## config.mk

```make
export PLATFORM = sky130hd
export DESIGN_NAME = icache_refill_unit
export DESIGN_NICKNAME = d
export VERILOG_FILES = /design/src/rtl/icache_pkg.sv /design/src/rtl/icache_refill_wdog.sv /design/src/rtl/icache_refill_unit.sv
export SDC_FILE = /design/constraint.sdc
export NUM_CORES = 1
export LEC_CHECK = 0
export ABC_AREA = 1
export CAP_MARGIN = 10
export CORE_ASPECT_RATIO = 1.5
export CORE_MARGIN = 2
export CORE_UTILIZATION = 50
export CTS_CLUSTER_DIAMETER = 100
export DETAILED_ROUTE_END_ITERATION = 8
export PLACE_DENSITY = 0.95
export SETUP_SLACK_MARGIN = 0.3
export SLEW_MARGIN = 20
export SYNTH_ARGS = -nofsm -noshare
export SYNTH_HDL_FRONTEND = slang
export SYNTH_HIERARCHICAL = 1
export SYNTH_SLANG_ARGS = --single-unit
```

## constraint.sdc

```tcl
create_clock -name clk -period 6.6 [get_ports clk]
set_input_delay 1.98 -clock clk [delete_from_list [all_inputs] [get_ports clk]]
set_output_delay 1.98 -clock clk [all_outputs]
set_load 0.05 [all_outputs]
```

## src/rtl/icache_pkg.sv

```systemverilog
// Shared types and constants for the instruction-cache refill path.
package icache_pkg;

    localparam int LINE_ADDR_W    = 8;
    localparam int WORD_ADDR_W    = 10;
    localparam int WORDS_PER_LINE = 4;
    localparam int BEAT_W         = 2;
    localparam int WORD_W         = 32;
    localparam logic [WORD_W-1:0] RV_NOP = 32'h0000_0013;

    // Refill sequencer states
    typedef enum logic [1:0] {
        S_IDLE  = 2'd0,
        S_FETCH = 2'd1,
        S_DONE  = 2'd2,
        S_HOLD  = 2'd3
    } refill_state_e;

endpackage

```

## src/rtl/icache_refill_wdog.sv

```systemverilog
// Per-beat watchdog: counts consecutive enabled cycles and flags expiry on
// the TIMEOUT_CYC-th one, so the owner can abort in that same cycle.
module icache_refill_wdog #(
    parameter int TIMEOUT_CYC = 64
) (
    input  logic clk,
    input  logic reset,
    input  logic i_clear,
    input  logic i_enable,
    output logic o_expire
);

    localparam int CW = $clog2(TIMEOUT_CYC) + 1;

    logic [CW-1:0] r_cnt;

    assign o_expire = i_enable && (r_cnt == CW'(TIMEOUT_CYC - 1));

    // Count stalled cycles; restart on clear or once expiry has been reported
    always_ff @(posedge clk) begin
        if (reset || i_clear || o_expire) begin
            r_cnt <= '0;
        end else if (i_enable) begin
            r_cnt <= r_cnt + 1'b1;
        end
    end

endmodule

```

## src/rtl/icache_refill_unit.sv

```systemverilog
// I-cache line refill: fetches four 32-bit words from instruction memory,
// assembles them into one 128-bit line and handshakes completion with the
// cache controller. A stalled beat is abandoned after TIMEOUT_CYC cycles and
// the rest of the line is padded with NOPs.
module icache_refill_unit
    import icache_pkg::*;
#(
    parameter int TIMEOUT_CYC = 64
) (
    input  logic                                clk,
    input  logic                                reset,
    input  logic                                mem_req_i,
    input  logic [LINE_ADDR_W-1:0]              addr_mem_i,
    output logic                                mem_comp_o,
    output logic [WORDS_PER_LINE*WORD_W-1:0]    mem_data_o,
    output logic                                refill_err_o,
    output logic                                busy_o,
    output logic                                bus_req_o,
    output logic [WORD_ADDR_W-1:0]              bus_addr_o,
    input  logic                                bus_ack_i,
    input  logic [WORD_W-1:0]                   bus_rdata_i
);

    refill_state_e                              r_state;
    logic [LINE_ADDR_W-1:0]                     r_line;
    logic [BEAT_W-1:0]                          r_beat;
    logic [WORDS_PER_LINE-1:0][WORD_W-1:0]      r_line_buf;
    logic                                       r_bus_req;
    logic                                       r_comp;
    logic                                       r_err;

    logic w_fetch;
    logic w_wd_en;
    logic w_wd_clr;
    logic w_expire;

    // Watchdog only runs while a beat is outstanding and unanswered
    assign w_fetch  = (r_state == S_FETCH);
    assign w_wd_en  = w_fetch && !bus_ack_i;
    assign w_wd_clr = !w_fetch || bus_ack_i;

    icache_refill_wdog #(
        .TIMEOUT_CYC (TIMEOUT_CYC)
    ) u_wdog (
        .clk      (clk),
        .reset    (reset),
        .i_clear  (w_wd_clr),
        .i_enable (w_wd_en),
        .o_expire (w_expire)
    );

    assign mem_data_o   = r_line_buf;
    assign mem_comp_o   = r_comp;
    assign refill_err_o = r_err;
    assign bus_req_o    = r_bus_req;
    assign bus_addr_o   = {r_line, r_beat};
    assign busy_o       = (r_state != S_IDLE);

    // Refill sequencer with registered handshake outputs
    always_ff @(posedge clk) begin
        if (reset) begin
            r_state    <= S_IDLE;
            r_line     <= '0;
            r_beat     <= '0;
            r_line_buf <= '0;
            r_bus_req  <= 1'b0;
            r_comp     <= 1'b0;
            r_err      <= 1'b0;
        end else begin
            r_comp <= 1'b0;
            r_err  <= 1'b0;
            case (r_state)
                S_IDLE: begin
                    if (mem_req_i) begin
                        r_state   <= S_FETCH;
                        r_line    <= addr_mem_i;
                        r_beat    <= '0;
                        r_bus_req <= 1'b1;
                    end
                end
                S_FETCH: begin
                    if (bus_ack_i) begin
                        r_line_buf[r_beat] <= bus_rdata_i;
                        r_beat             <= r_beat + 2'd1;
                        if (r_beat == BEAT_W'(WORDS_PER_LINE - 1)) begin
                            r_state   <= S_DONE;
                            r_bus_req <= 1'b0;
                            r_comp    <= 1'b1;
                        end
                    end else if (w_expire) begin
                        // Abandon the line: pad the stalled beat and all later ones
                        for (int k = 0; k < WORDS_PER_LINE; k++) begin
                            if (BEAT_W'(k) >= r_beat) begin
                                r_line_buf[k] <= RV_NOP;
                            end
                        end
                        r_beat    <= '0;
                        r_state   <= S_DONE;
                        r_bus_req <= 1'b0;
                        r_comp    <= 1'b1;
                        r_err     <= 1'b1;
                    end
                end
                S_DONE: begin
                    r_state <= S_HOLD;
                end
                S_HOLD: begin
                    // Wait for the controller to drop its level request
                    if (!mem_req_i) begin
                        r_state <= S_IDLE;
                    end
                end
                default: begin
                    r_state <= S_IDLE;
                end
            endcase
        end
    end

endmodule

```

* Word-level counts from Yosys, hierarchy flattened
Index checks and enable logic that the tools add are counted.
** Word-level totals
- Register bits :: 150
- Input bits :: 44
- Output and inout port bits :: 142
- Logic and storage cells :: 82
** Operators by class
- Add/sub/neg operators :: 2
- Magnitude comparators :: 6
- Eq/ne operators :: 9
- Mux-type cells :: 27
- Bitwise operators :: 1
- Reductions and logical operators :: 26
** Operator list (number)
- two-way mux 128 bit :: 2
- two-way mux 32 bit :: 5
- bitwise mux 128 bit :: 1
- demux 32 bit (select 2 bit) :: 1
- two-way mux 2 bit :: 8
- AND reduction 3 bit :: 5
- nonzero test 2 bit :: 7
- case mux 2 bit (4 select lines) :: 1
- AND reduction 4 bit :: 2
- adder 7 x 1 -> 7 bit (second input constant) :: 1
- == test 7 x 6 -> 1 bit (second input constant) :: 1
- two-way mux 1 bit :: 7
- == test 2 bit (second input constant) :: 3
- != test 3 x 2 -> 1 bit (second input constant) :: 2
- >= comparator 1 x 2 -> 1 bit (first input constant) :: 2
- >= comparator 2 bit (first input constant) :: 2
- != test 2 bit (second input constant) :: 2
- case mux 2 bit (2 select lines) :: 1
- logical AND 1 bit :: 3
- logical OR 1 bit :: 3
- less-than comparator 2 x 3 -> 1 bit (second input constant) :: 1
- OR reduction 3 bit :: 1
- adder 2 x 1 -> 2 bit (second input constant) :: 1
- == test 2 x 1 -> 1 bit (second input constant) :: 1
- other kinds (7) :: 8

* Logic depth before layout (Yosys ltp)
- Word-level depth :: 6
- Mapped depth :: 16
- Gate-level depth less buffers :: 15

* Modules after synthesis
Netlist, hierarchy kept.
** By module, submodules not included
- icache_refill_unit :: instances 1, cells each 686, area an instance 5439.0 um^2, sequential area each 2862.7 um^2
- icache_refill_wdog :: instances 1, cells each 45, area an instance 326.6 um^2, sequential area each 140.1 um^2

* Worst setup path before layout
OpenSTA, ideal clock, no wires.
- Path kind :: input port to flip-flop
- Start point :: in bus_ack_i
- End point :: reg r_line_buf (netlist bit mem_data_o[77])
- Library setup time :: 0.118 ns
- Arrival time :: 3.266 ns
- Required time :: 6.482 ns
- Setup slack :: 3.216 ns
- Stages :: 12
- Buffers on the path :: 2
- Path through :: nor2_2 > inv_1 > nor2_1 > nand3_1 > inv_1 > nand2_1 > nand2_2 > nand2_1 > buf_6 > buf_6 > a31oi_1 > nor2_1
** On the way
- Cells in the longest elaborated chain, start to end :: 5
- Elaborated cells on any way between the ends :: 7
- Those cells by class :: mux (1); reduce/logical (6)
** Ends and longest elaborated chain
- from (decl) :: RTL line icache_refill_unit.sv:20 : input logic bus_ack_i,
- zero test 1 bit :: RTL line icache_refill_unit.sv:39 : assign w_wd_en = w_fetch && !bus_ack_i;
- logical AND 1 bit :: RTL line icache_refill_unit.sv:39
- logical AND 1 bit :: RTL line icache_refill_wdog.sv:17 : assign o_expire = i_enable && (r_cnt == CW'(TIMEOUT_CYC - 1));
- named net w_expire :: RTL line icache_refill_unit.sv:35 : logic w_expire;
- nonzero test 2 bit (no line)
- AND reduction 3 bit (no line)
- to (signal, indexed assignment) :: RTL line icache_refill_unit.sv:83 : r_line_buf[r_beat] <= bus_rdata_i;
- to (decl) :: RTL line icache_refill_unit.sv:27 : logic [WORDS_PER_LINE-1:0][WORD_W-1:0] r_line_buf;
The timed path passes the listed nets, and every way through them passes these cells.
A chain may end at the register's enable or synchronous reset.

* Final worst setup path
- Start point :: in bus_ack_i
- End point :: reg r_line_buf (netlist bit mem_data_o[86])
** On the way
- Cells in the longest elaborated chain, start to end :: 5
- Elaborated cells on any way between the ends :: 7
- Those cells by class :: mux (1); reduce/logical (6)
** Ends and longest elaborated chain
- zero test 1 bit :: RTL line icache_refill_unit.sv:39
- logical AND 1 bit :: RTL line icache_refill_unit.sv:39
- named net w_wd_en :: RTL line icache_refill_unit.sv:33 : logic w_wd_en;
- logical AND 1 bit :: RTL line icache_refill_wdog.sv:17
- named net w_expire :: RTL line icache_refill_unit.sv:35
- nonzero test 2 bit (no line)
- AND reduction 3 bit (no line)
The timed path passes the listed nets, and every way through them passes these cells.

==> impl_metrics.tcl <==
set metrics [dict create \
    clk_path_buf_depth 2 \
    tightest_slew_ns 0.986 \
    cp_cell_sequence "buf_2 > buf_4 > nor2_2 > inv_1 > nor2_1 > nand3_1 > inv_1 > nand2_1 > nand2_2 > nand2_1 > inv_2 > o21ai_0 > nor2_1" \
    cts_setup_buffers 0 \
    die_w_um 91.7 \
    rsz0062_at_grt "no" \
    end_kind "register" \
    power.leakage_nw 3.09 \
    layout_commonest_cell "clkdlybuf4s50_1" \
    synth_area_um2 5770 \
    die-area_um2 12400 \
    die_h_um 136 \
    numPortBuffers 185 \
    setup_tns_ns 0 \
    layoutNonFillerInstCount 1051 \
    skew_ns 0.0126 \
    dr.pass1.iters 5 \
    criticalPathCategory "in2reg" \
    crit_slowest_cell "inv_2" \
    irDropWorstVdd_uv 234 \
    cts_made_buffers 17 \
    slowest_delay_ns 0.67 \
    grt_pass1_vias 5562 \
    hold_path_class "reg2reg" \
    nets 944 \
    worstPathRequired_ns 6.94 \
    power_density_nw_per_um2 386 \
    path_clk_slew_ns 0.06 \
    critPathBufInv 5 \
    antenna_found_initial 0 \
    wire_per_inst_um 17.1 \
    drc 0 \
    drive_gt1_share_pct 5.88 \
    cp.arrival_ns 4.98 \
    slew_headroom_pct 34.1 \
    gp_congestion 0.848 \
    grt_first_pass_wirelength_mm 28.0 \
    cap_violations 0 \
    ctsHoldBuffers 0 \
    worstSkewPairLatency_ns 0.42 \
    drt-total-wl_mm 18.0 \
    outcome "completed" \
    synth_cell_type_count 26 \
    synth_area_per_cell_um2 7.89 \
    grt_use_total_pct 28.5 \
    first_iter_violations 423 \
    synth_seq_cells 150 \
    drv_slew 0 \
    synth_edf_count 0 \
    core_area_um2 11400 \
    pin_count 186 \
    yosys_warnings 6 \
    syn-num-nets 786 \
    grt_max_degree 78 \
    fillers 787 \
    place_inst 1020 \
    period_share_pct 70.3 \
    start_util_pct 50.8 \
    final_core_util_pct 72.4 \
    cts_tree "yes" \
    async_flop_share_pct 0 \
    final_cell_mix "clkdlybuf4s50_1 (183), dfxtp_1 (150), nand2_1 (121)" \
    multi_input_area_um2 2400 \
    setup_violations 0 \
    critPathTopFamily "simple AND/OR/NAND/NOR gates" \
    syn2layout_area_growth_pct 42.4 \
    ff_latch_area_um2 3000 \
    postSynthCellCount 731 \
    routed-via-count 5826 \
    antenna_cells 0 \
    grt-ovfl-total 0 \
    fmax_mhz 215 \
    cts_root_buf "clkbuf_16" \
    clock_sinks 150 \
    vias_per_cell 5.54 \
    row_count 48 \
    dpl.hpwl_mm 11.9 \
    start_kind "input port" \
    ctsHtreeMaxLevel 4 \
    crit_path_max_fanout 60 \
    min_period_ns 4.64 \
    drtAntennaViolNets 0 \
    ys_seq_area_share_pct 52.1 \
    cts_resized 0 \
    finalHoldViolations 0 \
    synth_ff_type "dfxtp_1" \
]
-- cell usage after synthesis (2+ instances only) --
library cell	number	share of area, %
o21ai_0	64	5.6
nand3_1	37	3.2
nor2_1	110	7.2
dfxtp_1	150	52
buf_6	5	0.98
o21ai_1	14	1.2
buf_4	5	0.65
nand4_1	2	0.22
buf_2	10	0.87
a31oi_1	21	2.3
inv_2	7	0.46
clkbuf_1	29	1.9
inv_1	23	1.5
xnor2_1	3	0.46
nand2_1	121	7.9
nor3_1	7	0.61
nand2_2	3	0.33
a21oi_1	102	8.9
ha_1	11	2.4
-- sequential cells by signal, indices dropped and copies added, names as in the netlist --
name	count
refill_err_o	1
r_beat	2
mem_comp_o	1
r_line	8
bus_req_o	1
mem_data_o	128
r_state	2
u_wdog/r_cnt	7
-- cells by family after synthesis --
| kind of cell | Yosys count | share of synthesized area (%) |
|---|---|---|
| adder cells (fa/ha/maj) | 11 | 2.39 |
| AND/OR/NAND/NOR | 284 | 20.2 |
| AO/OA/AOI/OAI | 203 | 18.4 |
| flip-flops | 150 | 52.1 |
| buffers and inverters | 79 | 6.34 |
| XOR/XNOR | 4 | 0.608 |
-- layer usage --
| metal | global-route usage (%) | vias up | wire, um | share of wire, % |
|---|---|---|---|---|
| met5 | 0 | - | 0 | 0 |
| met4 | 15.2 | 0 | 752 | 4.2 |
| met3 | 7.46 | 55 | 1110 | 6.2 |
| met2 | 49.8 | 260 | 9390 | 52 |
| met1 | 31.6 | 2771 | 6720 | 37 |
| li1 | - | 2740 | - | - |
-- area by class of cell --
class / count / area share, %
clock buffers: 21 / 5.85
multi-input cells: 502 / 29.2
flip-flops and latches: 150 / 36.6
repair buffers: 188 / 22.7
well taps: 150 / 2.29
inverters: 30 / 1.39
clock inverters: 10 / 2.03
-- metrics by stage --
stage                     power, mW  setup slack (ns)  instance area [um2]  hold slack, ns
after floorplan                1.79              3.22                 5770           0.433
after global placement         2.09              1.80                 7560           0.447
after detailed placement       2.11              1.63                 7560           0.452
after CTS                      3.17              1.97                 8210           0.463
after global routing           3.29              1.61                 8210           0.485
final                          3.17              1.96                 8210           0.459
-- path summary, 6_finish.rpt --
path / startpoint / end / slack (ns) / cells after the start
worst min register to register: mem_data_o[46] / mem_data_o[46] / 0.46 / 2
worst max-delay path: bus_ack_i / mem_data_o[86] / 1.96 / 13
worst min-delay path: mem_data_o[46] / mem_data_o[46] / 0.46 / 2
worst max register to register: r_state[1] / mem_data_o[86] / 3.04 / 14
-- tightest hold or removal path, cell delays in order (launching register included) --
cell,delay (ns)
dfxtp_1,0.31
nand2_1,0.06
a21oi_1,0.05
-- power breakdown --
group          switching (mW)  total, mW  internal [mW]
sequential             0.0690       1.08           1.01
combinational           0.733       1.04          0.303
clock                   0.380       1.05          0.674
total                    1.18       3.17           1.99
Note: power is estimated with default switching activity, not from simulation.
